[config.mk]
export PLATFORM = sky130hd
export DESIGN_NAME = sync_fifo_ext_flat
export DESIGN_NICKNAME = d
export VERILOG_FILES = /design/src/rtl/sync_fifo_pkg.sv /design/src/rtl/sync_fifo_ext_if.sv /design/src/rtl/sync_fifo_mem.sv /design/src/rtl/sync_fifo_ext.sv /design/src/flat_wrapper.sv
export SDC_FILE = /design/constraint.sdc
export NUM_CORES = 1
export LEC_CHECK = 0
export CAP_MARGIN = 20
export CORE_MARGIN = 10
export CORE_UTILIZATION = 53
export DETAILED_ROUTE_END_ITERATION = 12
export GPL_TIMING_DRIVEN = 1
export PLACE_DENSITY = 0.72
export SYNTH_ARGS = -nofsm -noshare
export SYNTH_HDL_FRONTEND = slang
export SYNTH_SLANG_ARGS = --single-unit
[constraint.sdc]
create_clock -name clk -period 3.95 [get_ports clk]
set_clock_uncertainty 0.15 [all_clocks]
set_input_delay 0.79 -clock clk [delete_from_list [all_inputs] [get_ports clk]]
set_output_delay 0.79 -clock clk [all_outputs]
set_load 0.005 [all_outputs]
[src/rtl/sync_fifo_pkg.sv]
`default_nettype none
// ============================================================================
// Module      : sync_fifo_pkg
// Description : Shared helpers and default threshold margins for the
//               sync_fifo_ext family.
//               cnt_width(depth) -> occupancy counter width, clog2(depth)+1,
//               wide enough to hold the value DEPTH itself.
// Revision    : 1.0 - initial release
// ============================================================================
package sync_fifo_pkg;

    // Default distance of the almost-full level below DEPTH and of the
    // almost-empty level above zero.
    localparam int AF_MARGIN = 2;
    localparam int AE_MARGIN = 2;

    function automatic int cnt_width(input int depth);
        return $clog2(depth) + 1;
    endfunction

endpackage
`default_nettype wire

[src/rtl/sync_fifo_ext_if.sv]
`default_nettype none
// ============================================================================
// Module      : sync_fifo_ext_if
// Description : Data/handshake/status bundle of sync_fifo_ext.
//               master : producer/consumer side (drives data_in, wr_en, rd_en)
//               slave  : FIFO side (drives data_out, flags, count, errors)
// Revision    : 1.0 - initial release
// ============================================================================
interface sync_fifo_ext_if
    import sync_fifo_pkg::*;
#(
    parameter int WIDTH = 8,
    parameter int DEPTH = 16
);
    logic [WIDTH-1:0]            data_in;
    logic                        wr_en;
    logic                        rd_en;
    logic [WIDTH-1:0]            data_out;
    logic                        full;
    logic                        empty;
    logic                        almost_full;
    logic                        almost_empty;
    logic [cnt_width(DEPTH)-1:0] count;
    logic                        overflow;
    logic                        underflow;

    modport master (
        output data_in, wr_en, rd_en,
        input  data_out, full, empty, almost_full, almost_empty,
               count, overflow, underflow
    );

    modport slave (
        input  data_in, wr_en, rd_en,
        output data_out, full, empty, almost_full, almost_empty,
               count, overflow, underflow
    );
endinterface
`default_nettype wire

[src/rtl/sync_fifo_mem.sv]
`default_nettype none
// ============================================================================
// Module      : sync_fifo_mem
// Description : DEPTH x WIDTH register array, one write and one read port.
//               Synchronous write, combinational read by address. Contents
//               are deliberately not reset.
//   clk       : rising-edge clock
//   i_we      : write enable
//   i_waddr   : write address
//   i_wdata   : write data
//   i_raddr   : read address
//   o_rdata   : read data (combinational)
// Revision    : 1.0 - initial release
// ============================================================================
module sync_fifo_mem #(
    parameter int WIDTH = 8,
    parameter int DEPTH = 16
) (
    input  wire logic                     clk,
    input  wire logic                     i_we,
    input  wire logic [$clog2(DEPTH)-1:0] i_waddr,
    input  wire logic [WIDTH-1:0]         i_wdata,
    input  wire logic [$clog2(DEPTH)-1:0] i_raddr,
    output logic      [WIDTH-1:0]         o_rdata
);
    logic [WIDTH-1:0] r_mem [DEPTH];

    always_ff @(posedge clk) begin
        if (i_we) begin
            r_mem[i_waddr] <= i_wdata;
        end
    end

    assign o_rdata = r_mem[i_raddr];
endmodule
`default_nettype wire

[src/rtl/sync_fifo_ext.sv]
`default_nettype none
// ============================================================================
// Module      : sync_fifo_ext
// Description : Single-clock FIFO with occupancy count, programmable
//               almost-full/almost-empty levels, one-cycle overflow and
//               underflow pulses, and a compile-time registered or
//               first-word-fall-through read mode.
//   clk       : rising-edge clock
//   rst_n     : asynchronous active-low reset
//   fifo_if   : slave side of sync_fifo_ext_if
//               (data_in/wr_en/rd_en in; data_out, full, empty,
//                almost_full, almost_empty, count, overflow, underflow out)
// Revision    : 1.0 - initial release
// ============================================================================
module sync_fifo_ext
    import sync_fifo_pkg::*;
#(
    parameter int WIDTH    = 8,
    parameter int DEPTH    = 16,
    parameter int AF_LEVEL = DEPTH - AF_MARGIN,
    parameter int AE_LEVEL = AE_MARGIN,
    parameter int FWFT     = 0
) (
    input  wire logic       clk,
    input  wire logic       rst_n,
    sync_fifo_ext_if.slave  fifo_if
);
    localparam int c_AW = $clog2(DEPTH);
    localparam int c_CW = cnt_width(DEPTH);

    localparam logic [c_CW-1:0] c_FULL_CNT = c_CW'(DEPTH);
    localparam logic [c_CW-1:0] c_AF_CNT   = c_CW'(AF_LEVEL);
    localparam logic [c_CW-1:0] c_AE_CNT   = c_CW'(AE_LEVEL);

    logic [c_AW-1:0] r_wr_ptr_q, w_wr_ptr_d;
    logic [c_AW-1:0] r_rd_ptr_q, w_rd_ptr_d;
    logic [c_CW-1:0] r_count_q,  w_count_d;
    logic            r_overflow_q,  w_overflow_d;
    logic            r_underflow_q, w_underflow_d;

    logic            w_full;
    logic            w_empty;
    logic            w_wr_acc;
    logic            w_rd_acc;
    logic [WIDTH-1:0] w_mem_rdata;

    // Flags decode straight from the registered count, so they move on the
    // same edge as count.
    assign w_full  = (r_count_q == c_FULL_CNT);
    assign w_empty = (r_count_q == '0);

    // Acceptance looks only at the current state: a simultaneous read does
    // not make room for a write while full, and a simultaneous write does
    // not supply data for a read while empty.
    assign w_wr_acc = fifo_if.wr_en && !w_full;
    assign w_rd_acc = fifo_if.rd_en && !w_empty;

    always_comb begin
        w_wr_ptr_d    = r_wr_ptr_q;
        w_rd_ptr_d    = r_rd_ptr_q;
        w_count_d     = r_count_q;
        w_overflow_d  = fifo_if.wr_en && w_full;
        w_underflow_d = fifo_if.rd_en && w_empty;

        // Pointers are exactly log2(DEPTH) bits and wrap on their own.
        if (w_wr_acc) begin
            w_wr_ptr_d = r_wr_ptr_q + 1'b1;
        end
        if (w_rd_acc) begin
            w_rd_ptr_d = r_rd_ptr_q + 1'b1;
        end

        if (w_wr_acc && !w_rd_acc) begin
            w_count_d = r_count_q + 1'b1;
        end else if (w_rd_acc && !w_wr_acc) begin
            w_count_d = r_count_q - 1'b1;
        end
    end

    always_ff @(posedge clk or negedge rst_n) begin
        if (!rst_n) begin
            r_wr_ptr_q    <= '0;
            r_rd_ptr_q    <= '0;
            r_count_q     <= '0;
            r_overflow_q  <= 1'b0;
            r_underflow_q <= 1'b0;
        end else begin
            r_wr_ptr_q    <= w_wr_ptr_d;
            r_rd_ptr_q    <= w_rd_ptr_d;
            r_count_q     <= w_count_d;
            r_overflow_q  <= w_overflow_d;
            r_underflow_q <= w_underflow_d;
        end
    end

    sync_fifo_mem #(
        .WIDTH (WIDTH),
        .DEPTH (DEPTH)
    ) u_mem (
        .clk     (clk),
        .i_we    (w_wr_acc),
        .i_waddr (r_wr_ptr_q),
        .i_wdata (fifo_if.data_in),
        .i_raddr (r_rd_ptr_q),
        .o_rdata (w_mem_rdata)
    );

    generate
        if (FWFT != 0) begin : g_fwft_read
            // Head word is always presented; a read pops what is on display.
            assign fifo_if.data_out = w_empty ? '0 : w_mem_rdata;
        end else begin : g_std_read
            logic [WIDTH-1:0] r_data_q, w_data_d;

            // Holds across idle cycles and rejected reads.
            always_comb begin
                w_data_d = r_data_q;
                if (w_rd_acc) begin
                    w_data_d = w_mem_rdata;
                end
            end

            always_ff @(posedge clk or negedge rst_n) begin
                if (!rst_n) begin
                    r_data_q <= '0;
                end else begin
                    r_data_q <= w_data_d;
                end
            end

            assign fifo_if.data_out = r_data_q;
        end
    endgenerate

    assign fifo_if.full         = w_full;
    assign fifo_if.empty        = w_empty;
    assign fifo_if.almost_full  = (r_count_q >= c_AF_CNT);
    assign fifo_if.almost_empty = (r_count_q <= c_AE_CNT);
    assign fifo_if.count        = r_count_q;
    assign fifo_if.overflow     = r_overflow_q;
    assign fifo_if.underflow    = r_underflow_q;
endmodule
`default_nettype wire
[src/flat_wrapper.sv]
// flat-port wrapper written by rule: the top's interface ports become plain ports
module sync_fifo_ext_flat import sync_fifo_pkg::*;
#(
    parameter int WIDTH    = 8,
    parameter int DEPTH    = 16,
    parameter int AF_LEVEL = DEPTH - AF_MARGIN,
    parameter int AE_LEVEL = AE_MARGIN,
    parameter int FWFT     = 0
)
  (clk, rst_n, fifo_if_data_in, fifo_if_wr_en, fifo_if_rd_en, fifo_if_data_out, fifo_if_full, fifo_if_empty, fifo_if_almost_full, fifo_if_almost_empty, fifo_if_count, fifo_if_overflow, fifo_if_underflow);
  sync_fifo_ext_if #(.WIDTH(WIDTH), .DEPTH(DEPTH)) fifo_if_i ();
  input  wire logic clk;
  input  wire logic rst_n;
  input wire logic [$bits(fifo_if_i.data_in)-1:0] fifo_if_data_in;
  input wire logic [$bits(fifo_if_i.wr_en)-1:0] fifo_if_wr_en;
  input wire logic [$bits(fifo_if_i.rd_en)-1:0] fifo_if_rd_en;
  output wire logic [$bits(fifo_if_i.data_out)-1:0] fifo_if_data_out;
  output wire logic [$bits(fifo_if_i.full)-1:0] fifo_if_full;
  output wire logic [$bits(fifo_if_i.empty)-1:0] fifo_if_empty;
  output wire logic [$bits(fifo_if_i.almost_full)-1:0] fifo_if_almost_full;
  output wire logic [$bits(fifo_if_i.almost_empty)-1:0] fifo_if_almost_empty;
  output wire logic [$bits(fifo_if_i.count)-1:0] fifo_if_count;
  output wire logic [$bits(fifo_if_i.overflow)-1:0] fifo_if_overflow;
  output wire logic [$bits(fifo_if_i.underflow)-1:0] fifo_if_underflow;
  assign fifo_if_i.data_in = fifo_if_data_in;
  assign fifo_if_i.wr_en = fifo_if_wr_en;
  assign fifo_if_i.rd_en = fifo_if_rd_en;
  assign fifo_if_data_out = fifo_if_i.data_out;
  assign fifo_if_full = fifo_if_i.full;
  assign fifo_if_empty = fifo_if_i.empty;
  assign fifo_if_almost_full = fifo_if_i.almost_full;
  assign fifo_if_almost_empty = fifo_if_i.almost_empty;
  assign fifo_if_count = fifo_if_i.count;
  assign fifo_if_overflow = fifo_if_i.overflow;
  assign fifo_if_underflow = fifo_if_i.underflow;
  sync_fifo_ext #(.WIDTH(WIDTH), .DEPTH(DEPTH), .AF_LEVEL(AF_LEVEL), .AE_LEVEL(AE_LEVEL), .FWFT(FWFT)) u_core (.clk(clk), .rst_n(rst_n), .fifo_if(fifo_if_i));
endmodule
==> results.md <==
- Setup Crit Path Kind: input pin to flop
- Critical-path cell list: clkdlybuf4s50_1 -> nor2b_2 -> clkinv_4 -> ha_1 -> inv_1 -> ha_1 -> a21o_1 -> a21oi_1 -> mux2i_1 -> xnor2_1
- CTS root buf: clkbuf_16
- Drt total wl: 11600 um
- Asr flop ratio synth: 15.2%
- PD cells: 741 mW/mm^2
- Critical path launch point type: input pin
- Die area: 0.0164 mm^2
- Non-Filler Instances: 526
- Syn Area/Cell: 19.3 um^2
- Endpoints failing hold: 0
- Syn_nets: 342
- Clk pin slew, worst setup/hold paths: 0.06 ns
- Post-CTS Setup Bufs: 0
- Placer Congestion: 0.782
- Biggest area consumer among synthesized cells: edfxtp_1
- Tightest Pin Transition: 0.904 ns
- Fin Setup TNS: 0 ns
- Clock network power share: 31.1%
- Clk buf depth: 2
- Hold WC Path Type: flop to flop
- Flops & latches, synth: 151
- CP arrival: 3.24 ns
- Cell area after layout: 0.00727 mm^2
- Drt first pass iters: 4
- Row cnt: 39
- Total gr overflow: 0
- Largest net degree at the start of global routing: 24
- Tmin final: 3.06 ns
- Top cells by area, synth: edfxtp_1 62%, mux4_2 11%, dfrtp_1 9.3%, mux2i_1 2.6%, ha_1 2.0%
- WP data required: 4.14 ns
- CTS-repair resized insts: 0
- Post-route ant nets: 0
- Routed via count: 3032
- Inserted Clock Buffers: 17
- Final #Nets: 393
- Total power: 5.39 mW
- Top FF cell, synth: edfxtp_1
- Switching pwr: 1.52 mW
- Vias in the first global route: 3147
- Relative slew slack: 39.7%
- CTS sink count: 151
- DP Area: 0.00662 mm^2
- Starting density of the core: 54.0%
- Via density: 5.76
- RSZ-0062 raised after global routing: no
- IO buf count: 30
- Achievable Freq: 327 MHz
- DR iter-0 viols: 287
- Multi-input gate area: 0.00155 mm^2
- Slowest-stage cell, CP: clkdlybuf4s50_1
- Largest fanout on the critical path: 11
- Netlist cell types: 42
- CTS tree: built
- Dpl cells: 493
- Wire per inst: 22.0 um
- Later-pin clock latency in the skew report: 0.42 ns
- Switching fraction of total power: 28.3%
- Hold-fix buffers at CTS: 0
- RR Startpoint: u_core.fifo_if.count[1]
- Core area: 0.0114 mm^2
- Power Internal: 3.86 mW
- Final setup vio count: 0
- Max Slew Vio Count: 0
- DRC violations left: 0
- Logic pwr share: 27.2%
- Synth Instances: 319
- Layout cells sized above 1: 23.2%
- Crit share post-route: 77.4%
- EDFF count, synth: 128
- Synth warnings: 0
- Syn Std Cell Area: 0.00617 mm^2
- Post-synth top area share: 62.3%
- Max IR drop VDD: 0.000419 V
- First-pass GRT wire length: 18600 um
- Sequential cell area fraction in the yosys report: 71.6%
- Sequential Power Share: 41.6%
- Seq. cell area: 0.00442 mm^2
- Worst setup EP type: flop
- H-tree Lvls: 4
- Most frequent cell on the critical path: ha_1
- # IOs: 31
- LEAKAGE: 2.54 nW
- Chip height: 128 um
- Post-DP HPWL: 7530 um
- Chip width: 128 um
- Filler cells: 793
- CP Launch Point: fifo_if_rd_en
- Dpl ws: 0.492 ns
- Total GRT Usage: 15.4%
- Final worst-path setup slack: 0.894 ns
- Max incr delay on CP: 0.47 ns
- Synthesis-to-finish area growth: 17.8%
- Max Cap Viol: 0
- Hold Crit Start: u_core.fifo_if.data_out[3]
- Ant diodes: 0
- Status: complete, no violations
- Initial antenna violation count: 0
cell usage after synthesis, types with 2 or more instances:
| cell type | n |
|---|---|
| edfxtp_1 | 128 |
| mux4_2 | 31 |
| dfrtp_1 | 23 |
| nand2_1 | 22 |
| mux2i_1 | 16 |
| nor2_1 | 15 |
| ha_1 | 10 |
| xnor2_1 | 9 |
| inv_1 | 7 |
| o221ai_1 | 6 |
| buf_2 | 4 |
| clkbuf_8 | 4 |
| nor3_1 | 4 |
| o21ai_0 | 4 |
| a21oi_1 | 3 |
| buf_8 | 3 |
| buf_1 | 2 |
| buf_6 | 2 |
| nand2b_1 | 2 |
| nand4_1 | 2 |
flip-flops by register name (all words and copies together), names as in the netlist:
signal                    count
u_core.r_rd_ptr_q             4
u_core.u_mem.r_mem          128
u_core.fifo_if.overflow       1
u_core.fifo_if.underflow      1
u_core.r_wr_ptr_q             4
u_core.fifo_if.count          5
u_core.fifo_if.data_out       8
per-stage QoR:
stage / utilization [%] / hold slack, ns
after floorplan: - / 0.327
after global placement: 58.0 / 0.346
after detailed placement: 58.0 / 0.340
after CTS: 63.4 / 0.361
after global routing: 63.7 / 0.399
final: 63.7 / 0.363
placed cells by master (no fill, tap or decap), drive strengths merged, types with 2 or more instances in the layout:
cell type | synthesis | layout
edfxtp | 128 | 128
mux4 | 32 | 32
clkdlybuf4s50 | 0 | 30
dfrtp | 23 | 23
nand2 | 23 | 23
clkbuf | 5 | 23
buf | 12 | 19
mux2i | 16 | 16
nor2 | 15 | 15
ha | 10 | 10
xnor2 | 9 | 9
inv | 7 | 7
o221ai | 7 | 7
nor3 | 5 | 5
clkinv | 1 | 5
o21ai | 4 | 4
bufinv | 0 | 4
a21oi | 3 | 3
nand2b | 2 | 2
nand4 | 2 | 2
and2 | 2 | 2
cells by family (layout without fill, tap and decap cells):
kind of cell	Yosys count	after routing	synth area share [%]
buffers and inverters	25	89	3.18
and+or+nand+nor	56	56	4.46
xor gates and xnor gates	10	10	1.42
DFF	151	151	71.6
AOI/OAI and AO/OA	18	18	2.62
adders and majority gates	11	11	2.35
muxes	48	48	14.3
area by class of cell:
cell class                      instances  share of cell area (%)
Inverter                                8                   0.482
Tap cell                              143                    2.46
Multi-Input combinational cell        143                    21.4
Sequential cell                       151                    60.8
Clock inverter                          9                    2.07
Clock buffer                           23                    6.44
Timing Repair Buffer                   49                    6.37
worst max-delay path: cells and delay by family:
family                   cells  cell delay (ns)
buffers and inverters        3             0.83
AND/OR/NAND/NOR              1             0.37
AO/OA/AOI/OAI                2             0.34
multiplexers                 1             0.24
XOR/XNOR                     1             0.13
adder cells (fa/ha/maj)      2             0.55
final timing paths:
path	endpoint	slack (ns)	depth (start not counted)
min in group asynchronous	u_core.fifo_if.count[1]	0.50	1
worst min-delay path	u_core.fifo_if.data_out[3]	0.36	2
worst max register to register	u_core.fifo_if.count[4]	1.03	10
worst max-delay path	u_core.fifo_if.count[4]	0.89	10
worst min register to register	u_core.fifo_if.data_out[3]	0.36	2
max in group asynchronous	u_core.fifo_if.data_out[6]	2.75	2
routing by layer:
metal | share of wire [%] | vias up | global-route usage [%]
met5 | 0 | - | 0
met4 | 2.8 | 0 | 8.01
met3 | 6.7 | 26 | 4.38
met2 | 48 | 91 | 22.6
met1 | 42 | 1563 | 20.5
li1 | - | 1352 | -
power by group through the flow:
| stage | Clock, mW | Sequential (mW) | Combinational [mW] |
|---|---|---|---|
| after floorplan | 0 | 2.12 | 1.18 |
| after global placement | 0 | 2.27 | 1.45 |
| after global routing | 1.78 | 2.28 | 1.62 |
| after CTS | 1.70 | 2.25 | 1.49 |
| after detailed placement | 0 | 2.27 | 1.49 |
| final | 1.68 | 2.24 | 1.47 |
Power figures use the tool's default switching activity.
